`config.mk`:
```
export PLATFORM = sky130hd
export DESIGN_NAME = data_mem_lsu
export DESIGN_NICKNAME = d
export VERILOG_FILES = /design/src/rtl/data_mem_lsu.sv
export SDC_FILE = /design/constraint.sdc
export NUM_CORES = 1
export LEC_CHECK = 0
export CORE_AREA = 2 2 121 123
export DETAILED_ROUTE_END_ITERATION = 7
export DIE_AREA = 0 0 123 125
export GPL_TIMING_DRIVEN = 0
export HOLD_SLACK_MARGIN = 0.12
export PLACE_DENSITY = 0.83
export SLEW_MARGIN = 25
export SYNTH_ARGS = -nofsm -noshare
export SYNTH_HDL_FRONTEND = slang
export SYNTH_SLANG_ARGS = --single-unit
```
`constraint.sdc`:
```
create_clock -name clk -period 2.8 [get_ports clk]
set_clock_uncertainty 0.15 [all_clocks]
set_input_delay 0.42 -clock clk [delete_from_list [all_inputs] [get_ports clk]]
set_output_delay 0.42 -clock clk [all_outputs]
set_load 0.005 [all_outputs]
```
`src/rtl/data_mem_lsu.sv`:
```
// Load/store unit: byte-addressed CPU requests to a word-wide data RAM, with
// read-modify-write for sub-word stores. Optional trap: LSU_MISALIGN_TRAP_EN.
module data_mem_lsu #(
   parameter logic [31:0] MISALIGN_ERR_RDATA = 32'h0000_0000
) (
   input  logic        clk,
   input  logic        reset,
   input  logic        cpu_valid,
   input  logic [2:0]  cpu_op,
   input  logic [31:0] cpu_addr,
   input  logic [31:0] cpu_wdata,
   output logic        cpu_busy,
   output logic        cpu_done,
   output logic [31:0] cpu_rdata,
   output logic        cpu_err,
   output logic [31:0] mem_address,
   output logic [31:0] mem_writedata,
   input  logic [31:0] mem_readdata,
   output logic        mem_write_en,
   output logic        mem_read_en
);

   localparam logic [2:0] OP_LB  = 3'd0;
   localparam logic [2:0] OP_LH  = 3'd1;
   localparam logic [2:0] OP_LW  = 3'd2;
   localparam logic [2:0] OP_LBU = 3'd3;
   localparam logic [2:0] OP_LHU = 3'd4;
   localparam logic [2:0] OP_SB  = 3'd5;
   localparam logic [2:0] OP_SH  = 3'd6;
   localparam logic [2:0] OP_SW  = 3'd7;

   typedef enum logic [1:0] {IDLE, RD, WR, DONE} state_t;

   state_t      state_reg, state_next;
   logic [2:0]  op_reg;
   logic [1:0]  lane_reg;
   logic [31:0] wdata_reg;
   logic [31:0] word_reg;
   logic [31:0] rdata_reg;
   logic [31:0] maddr_reg;
   logic        err_reg;

   logic        trap_req;
   logic        op_is_load;
   logic        op_is_rmw;
   logic [31:0] load_val;
   logic [7:0]  byte_val;
   logic [15:0] half_val;
   logic [3:0]  byte_en;
   logic [31:0] lane_data;
   logic [31:0] merged_word;

`ifdef LSU_MISALIGN_TRAP_EN
   always_comb begin
      trap_req = 1'b0;
      case (cpu_op)
         OP_LH, OP_LHU, OP_SH: trap_req = cpu_addr[0];
         OP_LW, OP_SW:         trap_req = |cpu_addr[1:0];
         default:              trap_req = 1'b0;
      endcase
   end
`else
   assign trap_req = 1'b0;
`endif

   assign op_is_load = (op_reg <= OP_LHU);
   assign op_is_rmw  = (op_reg == OP_SB) || (op_reg == OP_SH);

   // Next-state logic
   always_comb begin
      state_next = state_reg;
      case (state_reg)
         IDLE: begin
            if (cpu_valid) begin
               if (trap_req)
                  state_next = DONE;
               else if (cpu_op == OP_SW)
                  state_next = WR;
               else
                  state_next = RD;
            end
         end
         RD:      state_next = op_is_rmw ? WR : DONE;
         WR:      state_next = DONE;
         DONE:    state_next = IDLE;
         default: state_next = IDLE;
      endcase
   end

   always_ff @(posedge clk) begin
      if (reset)
         state_reg <= IDLE;
      else
         state_reg <= state_next;
   end

   // Halfword lane uses only addr[1], so unaligned halfwords fall back to aligned
   always_comb begin
      byte_val = mem_readdata[8*lane_reg +: 8];
      half_val = lane_reg[1] ? mem_readdata[31:16] : mem_readdata[15:0];
      load_val = mem_readdata;
      case (op_reg)
         OP_LB:   load_val = {{24{byte_val[7]}}, byte_val};
         OP_LH:   load_val = {{16{half_val[15]}}, half_val};
         OP_LBU:  load_val = {24'h0, byte_val};
         OP_LHU:  load_val = {16'h0, half_val};
         default: load_val = mem_readdata;
      endcase
   end

   always_comb begin
      byte_en   = 4'b1111;
      lane_data = wdata_reg;
      case (op_reg)
         OP_SB: begin
            byte_en   = 4'b0001 << lane_reg;
            lane_data = {4{wdata_reg[7:0]}};
         end
         OP_SH: begin
            byte_en   = lane_reg[1] ? 4'b1100 : 4'b0011;
            lane_data = {2{wdata_reg[15:0]}};
         end
         default: begin
            byte_en   = 4'b1111;
            lane_data = wdata_reg;
         end
      endcase
   end

   generate
      for (genvar gi = 0; gi < 4; gi++) begin : g_merge
         assign merged_word[8*gi +: 8] = byte_en[gi] ? lane_data[8*gi +: 8]
                                                     : word_reg[8*gi +: 8];
      end
   endgenerate

   always_ff @(posedge clk) begin
      if (reset) begin
         op_reg    <= OP_LB;
         lane_reg  <= 2'b00;
         wdata_reg <= 32'h0;
         word_reg  <= 32'h0;
         rdata_reg <= 32'h0;
         maddr_reg <= 32'h0;
         err_reg   <= 1'b0;
      end else begin
         case (state_reg)
            IDLE: begin
               if (cpu_valid) begin
                  op_reg    <= cpu_op;
                  lane_reg  <= cpu_addr[1:0];
                  wdata_reg <= cpu_wdata;
                  maddr_reg <= {2'b00, cpu_addr[31:2]};
                  err_reg   <= trap_req;
                  if (trap_req)
                     rdata_reg <= MISALIGN_ERR_RDATA;
               end
            end
            RD: begin
               word_reg <= mem_readdata;
               // Stores leave the previous load result visible
               if (op_is_load)
                  rdata_reg <= load_val;
            end
            default: ;
         endcase
      end
   end

   assign cpu_busy      = (state_reg != IDLE);
   assign cpu_done      = (state_reg == DONE);
   assign cpu_err       = cpu_done && err_reg;
   assign cpu_rdata     = rdata_reg;
   assign mem_address   = maddr_reg;
   assign mem_read_en   = (state_reg == RD);
   assign mem_write_en  = (state_reg == WR) && !reset;
   assign mem_writedata = mem_write_en ? merged_word : 32'h0;

endmodule
```
==> flow_summary.toml, run 1 <==
[sta]
final_hold_viol_count = 0
hold_ws_ns = 0.303
worst_slew_pin_slew_ns = 0.727
setup_violations = 5
finalMaxSlewViolations = 0
fin_crit_ns = 2.85
final.period_utilization = 1.02
relSlewSlack = 0.514
rsz0062_at_grt = "yes"
max_freq_ghz = 0.350
setup_ws_ns = -0.0535

[detailed_routing]
final_antenna_net_count = 0
vias = 6831
first_pass_iters = 6
wl_mm = 22.6
route.detailed.drc = 0
via_per_inst = 5.73
drt-initial-drc-count = 681
wl_per_cell_um = 18.9

[critical_path]
cpMaxStageDelayCell = "dfxtp_4"
max_stage_delay_ns = 0.37
crit_fanout = 10
startpoint_type = "register"
cp.arrival_ns = 2.28
crit_required_ns = 2.23
worstSetupEndpointType = "output port"
reg2reg_to = "cpu_rdata[22]"
startpoint = "op_reg[1]"
r2r_slack_ns = 0.42
critical_path_class = "reg2out"
reg2reg_from = "state_reg[1]"
r2r_cells = 8
path_cells = "buf_12, xor2_4, buf_6, a22oi_2, buf_4, o21ai_0, a21oi_1, dlygate4sd2_1"

[power_and_ir_drop]
finalPower_w = 0.00709
p_switching_w = 0.00230
switching_share = 0.325
combPwrFrac = 0.315
p_int_w = 0.00479
p_clk_frac = 0.337
seqPwrFrac = 0.348
p_leak_nw = 3.55
irDropWorstVdd_mv = 0.470
power.density_nw_per_um2 = 743

[synth]
yosysWarnings = 0
netlist_area_um2 = 6220
ys_seq_area_frac = 0.428
postSynthCellCount = 760
synth_cell_types = 56
avgSynthCellArea_um2 = 8.18
synthFlopType = "dfxtp_1"
ys_seq_elements = 133
synth-edff-count = 0
async_reset_ff_frac = 0

[run]
drv_cap = 0

[cells_and_area]
antennaDiodeCount = 0
utilization = 0.672
instances_no_fill = 1193
fin_nets = 1103
area_growth_pct = 53.4
final_layout_size_suffix_gt1_frac = 0.145
design_area_um2 = 9540

[clock_tree]
clock-sinks = 133
hold_buffers = 0
cts_tree = "built"
clk_latency_ns = 0.42
numCtsBuffers = 17
cts.path.max_buffers = 2
htree_levels = 4
clkTransAtPathRegs_ns = 0.06
clock-root-buffer = "clkbuf_16"

[global_routing]
grt_pass1_vias = 6285
antenna_found_initial = 0
grt_max_degree = 17
track_usage = 0.285
gr-total-overflow = 0
grt_pass1_wl_mm = 34.0

[place]
placed_cells = 1145
gp_congestion = 0.946
place_hpwl_mm = 15.8
io_buffers = 199
place_area_um2 = 8450

[hold_path]
holdPathStages = 2
worstHoldStart = "mem_address[19]"
hp-class = "reg2reg"
whs_endpoint = "mem_address[19]"

[floorplanning]
core-area_um2 = 14200
dieArea_um2 = 15400
rows = 44
ios = 203
start_util = 0.438
die_h_um = 125
fp.dieW_um = 123

[outcome]
outcome = "complete, but fails checks"
violations = "setup timing"
==> worst max-delay path by stage <==
stage                        endpoint  slack [ns]  depth (start not counted)
detailed placement  mem_writedata[30]       -0.46                          8
floorplan           mem_writedata[15]        0.64                          8
finish               mem_writedata[0]       -0.05                          8
CTS                  mem_writedata[9]       -0.08                          6
global placement    mem_writedata[30]       -0.44                          8
global route        mem_writedata[23]       -0.09                          8
==> cells by family after synthesis <==
logic type / count (synthesis) / share of synthesized area
AOI/OAI and AO/OA: 208 / 0.231
xor gates and xnor gates: 3 / 0.00423
adders and majority gates: 5 / 0.0101
buffers and inverters: 72 / 0.0511
DFF: 133 / 0.428
muxes: 43 / 0.0736
other: 1 / 0.000603
and+or+nand+nor: 295 / 0.202
==> placed cells by master, fill, tap and decap left out, types with 8 or more instances in the layout <==
| master | instances |
|---|---|
| nand3_1 | 9 |
| mux2_2 | 8 |
| o21ai_0 | 9 |
| nand2_1 | 178 |
| o22ai_1 | 14 |
| nand4_1 | 9 |
| a211o_1 | 14 |
| dlygate4sd2_1 | 22 |
| buf_1 | 8 |
| clkdlybuf4s50_1 | 167 |
| buf_4 | 17 |
| o21a_1 | 16 |
| mux2i_1 | 33 |
| nor3_1 | 9 |
| nor2_1 | 59 |
| nor4_1 | 8 |
| a211oi_1 | 14 |
| clkbuf_1 | 30 |
| buf_6 | 10 |
| a21oi_1 | 85 |
| dfxtp_1 | 129 |
| a21boi_0 | 8 |
| clkbuf_16 | 17 |
| o221a_2 | 11 |
==> layout make-up <==
cell class                      instances  area, um^2
Buffer                                 62         344
Multi-Input combinational cell        558        3500
Clock buffer                           17         425
Fill cell                            1159        4660
Timing Repair Buffer                  217        2130
Tap cell                              184         230
Inverter                                7        32.5
Clock inverter                         15         204
Sequential cell                       133        2670
==> Yosys cell counts (3+ instances only) <==
cell | count | area, um^2
inv_1 | 5 | 18.8
a211oi_1 | 14 | 105
clkbuf_1 | 38 | 143
o221a_2 | 15 | 169
a32o_1 | 7 | 70.1
nand4_1 | 9 | 56.3
a311oi_1 | 9 | 78.8
a21oi_1 | 85 | 425
a21boi_0 | 8 | 60.1
buf_2 | 11 | 55.1
mux2i_1 | 33 | 330
buf_4 | 5 | 37.5
nand3_1 | 9 | 45.0
o21a_1 | 16 | 120
nor2b_1 | 3 | 18.8
o22ai_1 | 16 | 100
nand2_1 | 179 | 672
a211o_1 | 14 | 123
nor3_1 | 9 | 45.0
o21ai_0 | 9 | 45.0
ha_1 | 5 | 62.6
nor2_1 | 59 | 221
dfxtp_1 | 133 | 2660
nor4_1 | 8 | 50.1
nand2b_1 | 7 | 43.8
mux2_2 | 8 | 90.1
buf_1 | 9 | 33.8
==> critical path, delay by kind of cell (launching register included) <==
family | cells | cell delay (ns)
buffers and inverters | 4 | 0.76
AO/OA/AOI/OAI | 3 | 0.54
flip-flops | 1 | 0.37
XOR/XNOR | 1 | 0.20
==> through the flow <==
stage	TNS, ns	setup slack [ns]
CTS	-0.127	-0.0751
finish	-0.147	-0.0535
detailed placement	-7.25	-0.461
global placement	-6.26	-0.445
global route	-0.496	-0.0902
floorplan	0	0.638
==> per-layer routing <==
metal / global-route usage / wire (um) / share of wire
met1: 0.372 / 8990 / 0.40
met2: 0.438 / 10100 / 0.45
met3: 0.0680 / 2230 / 0.099
met4: 0.144 / 1250 / 0.055
met5: 0 / 0 / 0
==> power groups by stage <==
| stage | Sequential [W] | Combinational [W] | Clock (W) |
|---|---|---|---|
| after global routing | 0.00249 | 0.00241 | 0.00249 |
| after floorplan | 0.00243 | 0.00115 | 0 |
| after CTS | 0.00245 | 0.00217 | 0.00239 |
| final | 0.00246 | 0.00223 | 0.00239 |
| after detailed placement | 0.00248 | 0.00202 | 0 |
| after global placement | 0.00247 | 0.00199 | 0 |
==> timing repair <==
action	4_1_cts	5_1_grt
setup buffers	16	2
pin swaps	13	6
cloned	1	0
endpoints found under the setup margin	33	15
resized for setup	99	26
Power figures use the tool's default switching activity.
==> inputs of run 2 (changes only) <==
- GPL_TIMING_DRIVEN: 0 -> 1
==> run 2 against run 1 <==
The run still ends with setup timing left. Final area decreased by 2.7%. Highest routed layer unchanged. Combinational power decreased by 7%. Via count down 6.6%. Sequential power about the same.
==> flow_summary.toml, run 2 (synthesis results as in run 1) <==
[place]
io_buffers = 199
place_hpwl_mm = 14.9
gp_congestion = 0.957

[detailed_routing]
drt-initial-drc-count = 534
final_antenna_net_count = 0
vias = 6379
wl_per_cell_um = 18.2
first_pass_iters = 5
route.detailed.drc = 0
via_per_inst = 5.54
wl_mm = 21.0

[clock_tree]
clkTransAtPathRegs_ns = 0.06
clock-sinks = 133
clock-root-buffer = "clkbuf_16"
clk_latency_ns = 0.42
numCtsBuffers = 17
cts_tree = "built"
cts.path.max_buffers = 2
htree_levels = 4

[critical_path]
path_cells = "xnor2_4, nor2_4, buf_6, buf_4, o21a_1, o221a_2, clkdlybuf4s50_1"
r2r_slack_ns = 0.47
endpoint = "mem_writedata[31]"
cp.arrival_ns = 2.24
max_stage_delay_ns = 0.49
crit_required_ns = 2.23
startpoint_type = "register"
worstSetupEndpointType = "output port"
reg2reg_to = "cpu_rdata[3]"
cp.depth = 7
startpoint = "op_reg[0]"
crit_fanout = 8
path_buf_inv = 3
reg2reg_from = "op_reg[0]"
cpMaxStageDelayCell = "clkdlybuf4s50_1"
cp_top_family = "buffers and inverters"
critical_path_class = "reg2out"
r2r_cells = 5

[floorplanning]
rows = 44
start_util = 0.438
fp.dieW_um = 123
die_h_um = 125
dieArea_um2 = 15400
core-area_um2 = 14200
ios = 203

[power_and_ir_drop]
irDropWorstVdd_mv = 0.624
p_leak_nw = 3.50
power.density_nw_per_um2 = 749

[sta]
max_freq_ghz = 0.356
setup_ws_ns = -0.0122
final.period_utilization = 1.00
relSlewSlack = 0.484
rsz0062_at_grt = "yes"
setup_violations = 4
worst_slew_pin_slew_ns = 0.773
hold_ws_ns = 0.303
finalMaxSlewViolations = 0
final_hold_viol_count = 0
fin_crit_ns = 2.81

[cells_and_area]
multi_input_comb_area_um2 = 3390
seqCellArea_um2 = 2670
area_growth_pct = 49.2
layout_common_cells = "nand2_1 (177), clkdlybuf4s50_1 (177), dfxtp_1 (130)"
final_layout_size_suffix_gt1_frac = 0.144
utilization = 0.653
nFillCells = 1209
antennaDiodeCount = 0
fin_nets = 1062

[hold_path]
hp-class = "reg2reg"

[run]
drv_cap = 0

[global_routing]
grt_pass1_vias = 5935
grt_max_degree = 74
gr-total-overflow = 0
grt_pass1_wl_mm = 32.4
track_usage = 0.272
antenna_found_initial = 0

[outcome]
outcome = "complete, but fails checks"
violations = "setup timing"
run 2: cell count changes in the layout (fill, tap and decap cells not counted), moves of 5 or more:
cell and delta:
buf_1 -8, buf_2 -7, buf_4 +18, buf_6 -5
clkbuf_1 -29, clkbuf_2 -6, clkdlybuf4s50_1 +10, dlygate4sd2_1 -8
dlymetal6s2s_1 +5, nand3_1 -5, nand3_2 +5
run 2: area by class of cell:
cell class / instances / share of cell area
multi-input combinational: 557 / 0.365
inverter: 7 / 0.00310
clock inverter: 13 / 0.0210
sequential: 133 / 0.288
timing repair buffer: 239 / 0.250
clock buffer: 19 / 0.0477
tap: 184 / 0.0248
run 2: repair_timing:
item	in CTS	in global routing
hold buffers	0	0
buffers inserted	2	6
gates resized for setup	30	35
pin swaps	4	9
setup endpoints to repair	33	18
run 2: worst min-delay path by stage:
| stage | endpoint | slack [ns] | cells after the start | startpoint |
|---|---|---|---|---|
| detailed placement | mem_address[16] | 0.30 | 2 | mem_address[16] |
| global route | mem_address[15] | 0.32 | 2 | mem_address[15] |
| finish | mem_address[22] | 0.30 | 2 | mem_address[22] |
| CTS | mem_address[16] | 0.30 | 2 | mem_address[16] |
| global placement | mem_address[2] | 0.29 | 2 | mem_address[2] |
| floorplan | wdata_reg[16] | 0.29 | 2 | wdata_reg[16] |
run 2: power by group:
part / internal, W / total, W / switching, W
Clock: 0.00153 / 0.00240 / 0.000872
Sequential: 0.00222 / 0.00247 / 0.000252
Combinational: 0.00102 / 0.00208 / 0.00106
run 2: per-stage QoR:
step | instances | total power (W) | setup slack [ns] | TNS [ns] | instance area, um^2
final | 1152 | 0.00695 | -0.0122 | -0.0155 | 9280
after global routing | 1152 | 0.00729 | -0.0599 | -0.499 | 9280
after CTS | 1146 | 0.00690 | -0.0669 | -0.242 | 9110
after detailed placement | 1112 | 0.00449 | 0.194 | 0 | 8400
after global placement | 1112 | 0.00446 | 0.204 | 0 | 8400
after floorplan | 762 | 0.00358 | 0.638 | 0 | 6230
run 2: routing by layer:
layer,vias to the layer above,global-route usage,wire (um)
met5,-,0,0
li1,3068,-,-
met2,314,0.417,9460
met1,2951,0.364,9010
met3,46,0.0725,1830
met4,0,0.107,680
run 2: worst reg2reg max path, delay by kind of cell (launching register included):
family / cells / cell delay (ns)
AOI/OAI and AO/OA: 2 / 0.63
buffers and inverters: 1 / 0.20
DFF: 1 / 0.43
muxes: 1 / 0.44
and+or+nand+nor: 1 / 0.36
